===== config.mk =====
export PLATFORM = sky130hd
export DESIGN_NAME = traffic_light_module
export DESIGN_NICKNAME = d
export VERILOG_FILES = /design/src/rtl/traffic_light_pkg.sv /design/src/rtl/tl_phase_timer.sv /design/src/rtl/traffic_light_module.sv
export SDC_FILE = /design/constraint.sdc
export NUM_CORES = 1
export LEC_CHECK = 0
export CORE_AREA = 8 8 45 47
export DETAILED_ROUTE_END_ITERATION = 8
export DIE_AREA = 0 0 53 55
export DONT_BUFFER_PORTS = 1
export PLACE_DENSITY = 0.74
export SETUP_SLACK_MARGIN = 0.3
export SYNTH_ARGS = -nofsm -noshare
export SYNTH_HDL_FRONTEND = slang
export SYNTH_SLANG_ARGS = --single-unit
export TNS_END_PERCENT = 50

===== constraint.sdc =====
create_clock -name clk -period 4.1 [get_ports clk]
set_input_delay 0.82 -clock clk [delete_from_list [all_inputs] [get_ports clk]]
set_output_delay 0.82 -clock clk [all_outputs]
set_load 0.1 [all_outputs]

===== src/rtl/traffic_light_pkg.sv =====
// Shared types and constants for the three-phase traffic-light sequencer.
package traffic_light_pkg;

    // Phase encoding; 2'b11 is unused and treated as a recoverable fault.
    typedef enum logic [1:0] {
        RED    = 2'b00,
        GREEN  = 2'b01,
        YELLOW = 2'b10
    } light_state_e;

    // Default number of enabled cycles spent in each phase.
    localparam int unsigned DEF_RED_CYCLES    = 5;
    localparam int unsigned DEF_GREEN_CYCLES  = 4;
    localparam int unsigned DEF_YELLOW_CYCLES = 2;
    localparam int unsigned DEF_CNT_W         = 8;

    // Timer reload value for a phase: its duration minus one, so the phase
    // is visible for exactly its duration in enabled edges.
    function automatic int unsigned phase_len_m1(
        input light_state_e s,
        input int unsigned  red_c,
        input int unsigned  green_c,
        input int unsigned  yellow_c
    );
        case (s)
            GREEN:   return green_c - 1;
            YELLOW:  return yellow_c - 1;
            default: return red_c - 1;
        endcase
    endfunction

endpackage


===== src/rtl/tl_phase_timer.sv =====
// Loadable down-counter with count enable and a zero flag. Load wins over
// counting; the counter parks at zero rather than wrapping.
module tl_phase_timer #(
    parameter int unsigned     CNT_W     = 8,
    parameter logic [CNT_W-1:0] RESET_VAL = '0
) (
    input  logic             clk,
    input  logic             reset,
    input  logic             load,
    input  logic [CNT_W-1:0] load_val,
    input  logic             en,
    output logic             zero
);

    logic [CNT_W-1:0] cnt_q;

    // Counter register: reset value, reload on phase entry, else count down.
    always_ff @(posedge clk) begin
        // NOTE: clocked state uses non-blocking assignments so every register
        // samples pre-edge values regardless of block ordering.
        if (reset) begin
            cnt_q <= RESET_VAL;
        end else if (load) begin
            cnt_q <= load_val;
        end else if (en && (cnt_q != '0)) begin
            cnt_q <= cnt_q - CNT_W'(1);
        end
    end

    assign zero = (cnt_q == '0);

endmodule


===== src/rtl/traffic_light_module.sv =====
// Three-phase traffic-light sequencer RED -> GREEN -> YELLOW -> RED with
// programmable per-phase durations counted in enabled clock cycles and
// registered one-hot lamp outputs.
module traffic_light_module
    import traffic_light_pkg::*;
#(
    parameter int unsigned RED_CYCLES    = DEF_RED_CYCLES,
    parameter int unsigned GREEN_CYCLES  = DEF_GREEN_CYCLES,
    parameter int unsigned YELLOW_CYCLES = DEF_YELLOW_CYCLES,
    parameter int unsigned CNT_W         = DEF_CNT_W
) (
    input  logic clk,
    input  logic reset,
    input  logic enable,
    output logic red,
    output logic yellow,
    output logic green
);

    localparam logic [CNT_W-1:0] RED_M1 = CNT_W'(RED_CYCLES - 1);

    light_state_e     state_q, state_d;
    logic             timer_zero;
    logic             timer_load;
    logic [CNT_W-1:0] timer_load_val;
    logic             red_q, yellow_q, green_q;
    logic             red_d, yellow_d, green_d;

    // Phase timer: reset loads the full RED count, phase entry reloads it.
    tl_phase_timer #(
        .CNT_W     (CNT_W),
        .RESET_VAL (RED_M1)
    ) u_timer (
        .clk      (clk),
        .reset    (reset),
        .load     (timer_load),
        .load_val (timer_load_val),
        .en       (enable),
        .zero     (timer_zero)
    );

    // State and lamp registers; reset forces RED regardless of enable.
    always_ff @(posedge clk) begin
        if (reset) begin
            state_q  <= RED;
            red_q    <= 1'b1;
            yellow_q <= 1'b0;
            green_q  <= 1'b0;
        end else begin
            state_q  <= state_d;
            red_q    <= red_d;
            yellow_q <= yellow_d;
            green_q  <= green_d;
        end
    end

    // Next phase: advance only on an enabled edge with the timer expired;
    // an illegal encoding falls back to RED unconditionally.
    always_comb begin
        // NOTE: every combinational output gets a default first so no path
        // leaves it unassigned, which would otherwise infer a latch.
        state_d    = state_q;
        timer_load = 1'b0;
        case (state_q)
            RED: begin
                if (enable && timer_zero) begin
                    state_d    = GREEN;
                    timer_load = 1'b1;
                end
            end
            GREEN: begin
                if (enable && timer_zero) begin
                    state_d    = YELLOW;
                    timer_load = 1'b1;
                end
            end
            YELLOW: begin
                if (enable && timer_zero) begin
                    state_d    = RED;
                    timer_load = 1'b1;
                end
            end
            default: begin
                state_d    = RED;
                timer_load = 1'b1;
            end
        endcase
        timer_load_val = CNT_W'(phase_len_m1(state_d, RED_CYCLES,
                                             GREEN_CYCLES, YELLOW_CYCLES));
    end

    // Lamp decode from the next phase so the lamps change on the same edge
    // as the state; anything not GREEN or YELLOW shows RED only.
    always_comb begin
        red_d    = 1'b0;
        yellow_d = 1'b0;
        green_d  = 1'b0;
        case (state_d)
            GREEN:   green_d  = 1'b1;
            YELLOW:  yellow_d = 1'b1;
            default: red_d    = 1'b1;
        endcase
    end

    assign red    = red_q;
    assign yellow = yellow_q;
    assign green  = green_q;

endmodule


* Word level (Yosys, flattened, before mapping)
Index checks and enable logic that the tools add are counted.
** Word-level totals
- Flip-flop bits (word level) :: 13
- Output and inout port bits :: 3
- Word-level logic and storage cells :: 30
** Cells by class
- Add/sub/neg operators :: 1
- Equality and inequality tests :: 4
- Mux-type cells :: 12
- Reduce and logical (&&, ||, !) cells :: 8
** Operators with widths (number)
- 8-bit 2-to-1 mux :: 2
- 8-bit logical NOT :: 1
- 8-bit nonzero test :: 1
- 8-bit by 1-bit subtractor with 8-bit output (second input constant) :: 1
- 2-bit 2-to-1 mux :: 3
- 2-bit one-hot mux with 3 select lines :: 1
- 3-bit one-hot mux with 2 select lines :: 1
- 1-bit 2-to-1 mux :: 5
- 2-bit by 1-bit equality test with 1-bit output (second input constant) :: 2
- 2-bit equality test (second input constant) :: 2
- 3-bit OR reduction :: 1
- 1-bit logical AND :: 2
- 2-bit logical NOT :: 1
- 2-bit nonzero test :: 1
- 2-bit OR reduction :: 1

* Depth between registers and ports, before layout
Gate-level depths: netlist of the first run.
- Depth in word-level cells :: 7
- Depth in mapped cells :: 10

* Cells and area by module
A second synthesis of the first run with hierarchy kept.
** Unflattened totals
- Cell total of the unflattened synthesis :: 80
- Area, all modules :: 705.7 um^2
** By module, submodules not included
- tl_phase_timer :: instances 1, cells each 56, area each 478.0 um^2, seq. area each 160.2 um^2
- traffic_light_module :: instances 1, cells each 24, area each 227.7 um^2, seq. area each 100.1 um^2

* Least setup slack after synthesis of the first run
No wires, ideal clock.
- Path kind :: input-to-reg
- Start :: in enable
- End :: reg u_timer.cnt_q[0]
- Library setup time :: 0.122 ns
- Data arrival time :: 2.315 ns
- Data required time :: 3.978 ns
- Setup slack :: 1.663 ns
- Stages on the path :: 9
- Buffers on the path :: 2
- Cell sequence :: buf_6 -> and4_1 -> buf_6 -> xnor2_2 -> or2_1 -> ha_1 -> a211o_1 -> o41ai_1 -> a311o_1
** Between the ends
- Longest elaborated chain between the ends :: 6
- Elaborated cells between the ends (all ways) :: 13
** RTL lines
- from (decl) :: line traffic_light_module.sv:14 : input logic enable,
- 1-bit logical AND :: line traffic_light_module.sv:66, traffic_light_module.sv:72, traffic_light_module.sv:78
- 2-bit 2-to-1 mux (on tied branches) :: line traffic_light_module.sv:78, traffic_light_module.sv:66, traffic_light_module.sv:72
- 2-bit one-hot mux with 3 select lines :: line traffic_light_module.sv:64 : case (state_q)
- 2-bit equality test / 2-bit by 1-bit equality test with 1-bit output (equally long branches) :: line traffic_light_pkg.sv:25 : case (s)
- 3-bit one-hot mux with 2 select lines :: line traffic_light_pkg.sv:25
- 8-bit 2-to-1 mux :: line tl_phase_timer.sv:23 : end else if (load) begin
- to (signal assigned) :: line tl_phase_timer.sv:24 : cnt_q <= load_val;
- to (signal assigned) :: line tl_phase_timer.sv:26 : cnt_q <= cnt_q - CNT_W'(1);
- to (decl) :: line tl_phase_timer.sv:15 : logic [CNT_W-1:0] cnt_q;
Parallel ways exist; a longest one is shown, timed or not.
A chain may end at the register's enable or synchronous reset.

* Final worst setup path of the first run
- Start :: reg u_timer.cnt_q[2]
- End :: reg u_timer.cnt_q[0]
** Between the ends
- Longest elaborated chain between the ends :: 7
- Elaborated cells between the ends (all ways) :: 15
** RTL lines
- 8-bit logical NOT * :: line tl_phase_timer.sv:30 : assign zero = (cnt_q == '0);
- 1-bit logical AND * :: line traffic_light_module.sv:66, traffic_light_module.sv:72, traffic_light_module.sv:78
- 2-bit 2-to-1 mux (on tied branches) :: line traffic_light_module.sv:78, traffic_light_module.sv:66, traffic_light_module.sv:72
- 2-bit one-hot mux with 3 select lines * :: line traffic_light_module.sv:64
- net state_d[1] :: line traffic_light_module.sv:22 : light_state_e state_q, state_d;
- 2-bit equality test / 2-bit by 1-bit equality test with 1-bit output (equally long branches) :: line traffic_light_pkg.sv:25
- 3-bit one-hot mux with 2 select lines * :: line traffic_light_pkg.sv:25
- 8-bit 2-to-1 mux * :: line tl_phase_timer.sv:23
The timed path passes the listed nets; every way through them passes the cells marked *.

==> results of run 1 <==
-- cells by family after synthesis --
logic type / Yosys count / synth area share
buffers and inverters: 9 / 0.0696
xor gates and xnor gates: 6 / 0.0835
DFF: 13 / 0.362
and+or+nand+nor: 37 / 0.277
muxes: 2 / 0.0278
adders and majority gates: 4 / 0.0696
AOI/OAI and AO/OA: 10 / 0.111
-- layer usage --
layer	up-vias	routed length, µm
li1	277	-
met1	257	569
met2	6	549
met3	4	73
met4	0	34
met5	-	0
-- cell type report --
type	count	area, µm²
Tap cell	16	20.0
Inverter	4	15.0
Fill cell	128	653
Multi-Input combinational cell	59	409
Clock buffer	4	26.3
Sequential cell	13	260
-- cell usage after synthesis (2+ instances only) --
cell type,number
nor3_1,2
clkbuf_1,2
nand2_1,3
nor4_1,2
buf_6,2
nor2b_1,4
ha_1,4
mux2i_1,2
a21oi_1,2
nand3_1,4
xor2_1,4
inv_1,4
dfxtp_1,13
nor2_1,13
nand4_1,2
-- critical path: cells and delay by family, from the launching register on --
family	cells	cell delay, ps
AO/OA/AOI/OAI	3	480
adder cells (fa/ha/maj)	1	350
buffers and inverters	1	70
flip-flops	1	370
multiplexers	1	330
AND/OR/NAND/NOR	2	800
-- through the flow --
step                      total power (W)  utilization  worst slack, ps  instances  hold WS [ps]
after CTS                        0.000293        0.528             1560         96           528
final                            0.000289        0.528             1580         96           527
after global routing             0.000307        0.528             1400         96           574
after global placement           0.000212        0.509             1630         92           503
after floorplan                  0.000208            -             1660         81           480
after detailed placement         0.000213        0.509             1570         92           506
-- worst max path at each step --
stage | endpoint | depth (start not counted) | slack, ps
6_report | u_timer.cnt_q[0] | 8 | 1580
5_1_grt | u_timer.cnt_q[0] | 8 | 1400
4_1_cts | u_timer.cnt_q[0] | 8 | 1560
3_5_place_dp | u_timer.cnt_q[0] | 7 | 1570
3_3_place_gp | u_timer.cnt_q[0] | 7 | 1630
2_1_floorplan | u_timer.cnt_q[0] | 9 | 1660
-- report_power, final --
group          switching [W]  total [W]  internal [W]
registers          0.0000215   0.000157      0.000136
clock network      0.0000411  0.0000788     0.0000377
logic              0.0000264  0.0000528     0.0000264
total              0.0000890   0.000289      0.000200
-- sequential cells by signal, summed over array words and instances (netlist names) --
name,flops
green,1
red,1
state_q,2
u_timer.cnt_q,8
yellow,1
-- cells in the final DEF, fill, tap and decap left out, types with 3 or more instances in the layout --
master | netlist | final
nand3_1 | 4 | 4
ha_1 | 4 | 4
clkbuf_4 | 0 | 3
nor2b_1 | 4 | 4
nor2_1 | 13 | 13
nand2_1 | 3 | 3
inv_1 | 4 | 4
dfxtp_1 | 13 | 13
xor2_1 | 4 | 4
==> flow_summary.ini, run 1 <==
[run_status]
status = complete, no violations

[timing]
setup_viol_count_final = 0
hold_violations = 0
final.min_clock_period_ps = 2520
slew_headroom = 0.371
rsz0062_at_grt = no
fin_crit_sh = 0.614
slew_violations = 0
fin_setup_tns_ps = 0
max_freq_ghz = 0.397
worst_pin_slew_ps = 941
fin_skew_ps = 1.76

[route]
first_pass_iters = 4
drc_errors = 0
drtIter0Drc = 18
via_per_inst = 5.67
routed_wl_um = 1230
postRouteAntennaNets = 0
vias = 544
wl_per_cell_um = 12.8

[synthesis]
synth.cell_area_um2 = 719
synth_edf_count = 0
synth_nets = 88
synth.distinct_cells = 33
async_flop_share = 0
synth_top_area_cell = dfxtp_1
ys_seq_elements = 13
synth.area.top_cells = dfxtp_1 36%, ha_1 7.0%, nor2_1 6.8%
ys_warn_count = 0
syn_avg_cell_area_um2 = 8.88
netlist_instances = 81
synthFlopType = dfxtp_1
netlist.area_leader.share = 0.362
ys_seq_area_frac = 0.362

[clocking]
cts_resized = 0
clockBufferDepth = 2
worstSkewPairLatency_ps = 270
hold_buffers = 0
postCtsSetupBuffers = 0
cts_tree = done
cts_buffers = 3
clkSinkCount = 13
cts_max_level = 1
clk_pin_slew_worst_paths_ps = 80
cts_root_buf = clkbuf_4

[placed_design]
port_buffers = 0
dpl_cell_area_um2 = 704
gp_congestion = 0.828
dp_hpwl_um = 925

[final_layout]
n_antenna_cell = 0
drive_gt1_frac = 0.0875
fin_area_um2 = 731
final_nets = 88
area_delta_synth_final_pct = 1.57

[power_and_ir_drop]
p_leak_nw = 0.285
pwr_density_cell_nw_per_um2 = 395
peakVddDrop_v = 0.000275

[worst_setup_path]
crit_path_start_kind = flip-flop
critPathArrivalTime_ps = 2680
reg2reg_depth = 8
r2r_slack_ps = 1580
crit_chain = nor4_2, and4_1, mux2i_1, inv_1, ha_1, a211o_1, o41ai_1, a311o_1
slowest_delay_ps = 420
crit_fanout = 6
critPathRequiredTime_ps = 4270
r2r_end = u_timer.cnt_q[0]
timing.critical_path.from = u_timer.cnt_q[2]
reg2reg_from = u_timer.cnt_q[2]
cp-end-kind = flip-flop
critPathKind = reg2reg
cp_slowest_cell = and4_1

[floorplan]
dieArea_um2 = 2920
fp.dieW_um = 53
initial_core_util = 0.520
rows = 14
ioPinCount = 6
core_area_um2 = 1380
die_y_um = 55

[hold_path]
min_path_cells = 2
hold_class = reg2reg
min_from = u_timer.cnt_q[7]
hold_end = u_timer.cnt_q[7]

[grt]
grt_max_degree = 12
grtUsageMet1 = 0.101
grt_pass1_wl_um = 2080
grt_util_met3 = 0.0455
antenna_found_initial = 0
grt_usage = 0.0986
grt_pass1_vias = 483
grt.met2_usage = 0.160
top_usage_layer = met2
grt_overflow = 0

[job]
cap_violations = 0
Power figures use the tool's default switching activity.
==> inputs of run 2 (changes only) <==
==> constraint.sdc (replaced) <==
create_clock -name clk -period 2.4 [get_ports clk]
set_input_delay 0.48 -clock clk [delete_from_list [all_inputs] [get_ports clk]]
set_output_delay 0.48 -clock clk [all_outputs]
set_load 0.1 [all_outputs]
==> run 2 against run 1 <==
Effect of this change: core utilization up 7.2 points; clock power is 78% higher; via count rose by 11%; flip-flop and latch count unchanged; critical path depth did not move; clock skew shrank 1.3 ps; worst setup slack got worse by 1300 ps; final area rose by 14%; largest power group unchanged; highest routed layer unchanged.
==> flow_summary.ini, run 2 (synthesis results as in run 1) <==
[run_status]
status = complete, no violations

[route]
drtIter0Drc = 11
postRouteAntennaNets = 0
routed_wl_um = 1400
drc_errors = 0
via_per_inst = 5.83
vias = 606
first_pass_iters = 4
wl_per_cell_um = 13.5

[final_layout]
largest-register = u_timer.cnt_q
n_antenna_cell = 0
multi_input_area_um2 = 445
final_nets = 96
layout_commonest_cell = nor2_1
drive_gt1_frac = 0.239
area_delta_synth_final_pct = 15.5
regArea_um2 = 264
filler_cell_count = 118
reg_top3 = u_timer.cnt_q x8, state_q x2
mostFrequentLayoutCells = 13 x nor2_1, 10 x dfxtp_1, 8 x buf_4
largest_reg_flops = 8

[floorplan]
dieArea_um2 = 2920
fp.dieW_um = 53
rows = 14
initial_core_util = 0.520
ioPinCount = 6
die_y_um = 55
core_area_um2 = 1380

[worst_setup_path]
cp-end-kind = flip-flop
critPathRequiredTime_ps = 2570
reg2reg_depth = 8
crit_fanout = 4
critPathArrivalTime_ps = 2300
critPathKind = reg2reg
crit_path_start_kind = flip-flop

[grt]
grt_pass1_vias = 574
grt_max_degree = 12
grt_usage = 0.112
antenna_found_initial = 0
grt_overflow = 0
grt_pass1_wl_um = 2460

[clocking]
cts_max_level = 1
cts_buffers = 3
worstSkewPairLatency_ps = 280
clockBufferDepth = 2
clk_pin_slew_worst_paths_ps = 80
cts_tree = done
clkSinkCount = 13
cts_root_buf = clkbuf_4

[timing]
setup_viol_count_final = 0
fin_crit_sh = 0.886
slew_headroom = 0.759
max_freq_ghz = 0.470
slew_violations = 0
rsz0062_at_grt = yes
final.min_clock_period_ps = 2130
hold_violations = 0
fin_skew_ps = 0.446
worst_pin_slew_ps = 358
fin_setup_tns_ps = 0

[hold_path]
min_path_cells = 1
hold_class = in2reg

[power_and_ir_drop]
peakVddDrop_v = 0.000393
pwr_density_cell_nw_per_um2 = 634
p_leak_nw = 0.332
finalPower_w = 0.000526

[placed_design]
port_buffers = 0
dp_hpwl_um = 927
gp_congestion = 0.815

[job]
cap_violations = 0
==> run 2: changes by cell type in the layout (fill, tap and decap cells not counted), sizes merged <==
cell / change
buf: +8
==> run 2: cell type report <==
cell class | count | area share
timing repair buffer | 8 | 0.0723
multi-input combinational | 59 | 0.536
sequential | 13 | 0.318
clock buffer | 4 | 0.0316
inverter | 4 | 0.0181
tap | 16 | 0.0241
==> run 2: per-stage QoR <==
| stage | utilization | hold WS, ps | cells | instance area, µm² | setup WS (ps) |
|---|---|---|---|---|---|
| after CTS | 0.595 | 248 | 103 | 823 | 301 |
| final | 0.600 | 252 | 104 | 831 | 273 |
| after global placement | 0.546 | 496 | 95 | 756 | 180 |
| after floorplan | - | 480 | 81 | 748 | 323 |
| after global routing | 0.600 | 248 | 104 | 831 | 195 |
| after detailed placement | 0.546 | 515 | 95 | 756 | 128 |
==> run 2: metal layers <==
layer / GRT usage / wire (µm)
met5: 0 / 0
met4: 0.0517 / 35
met3: 0.0321 / 109
met2: 0.184 / 634
met1: 0.133 / 620
==> run 2: critical path, cell delays in order, from the launching register on <==
cell     delay, ps
dfxtp_2        350
nor4_4         300
and4_4         320
xnor2_2         90
or2_1          250
ha_4           290
a211o_1         90
o41ai_1         60
a311o_1        270
==> run 2: what timing repair did <==
action / in CTS / in global routing
hold buffers: 0 / 0
pin swaps: 2 / 2
setup buffers: 4 / 1
gates resized for setup: 3 / 0
endpoints found under the setup margin: 2 / 2
==> run 2: path summary, 6_finish.rpt <==
path	endpoint	slack, ps	start
max	u_timer.cnt_q[0]	270	u_timer.cnt_q[5]
min	u_timer.cnt_q[1]	250	reset
max reg2reg	u_timer.cnt_q[0]	270	u_timer.cnt_q[5]
min reg2reg	u_timer.cnt_q[1]	530	u_timer.cnt_q[1]
==> run 2: where the power goes <==
part	leakage, nW	total, W	internal (W)	switching (W)
Clock	0.0150	0.000140	0.0000645	0.0000751
Sequential	0.107	0.000252	0.000233	0.0000194
Combinational	0.210	0.000134	0.0000606	0.0000737
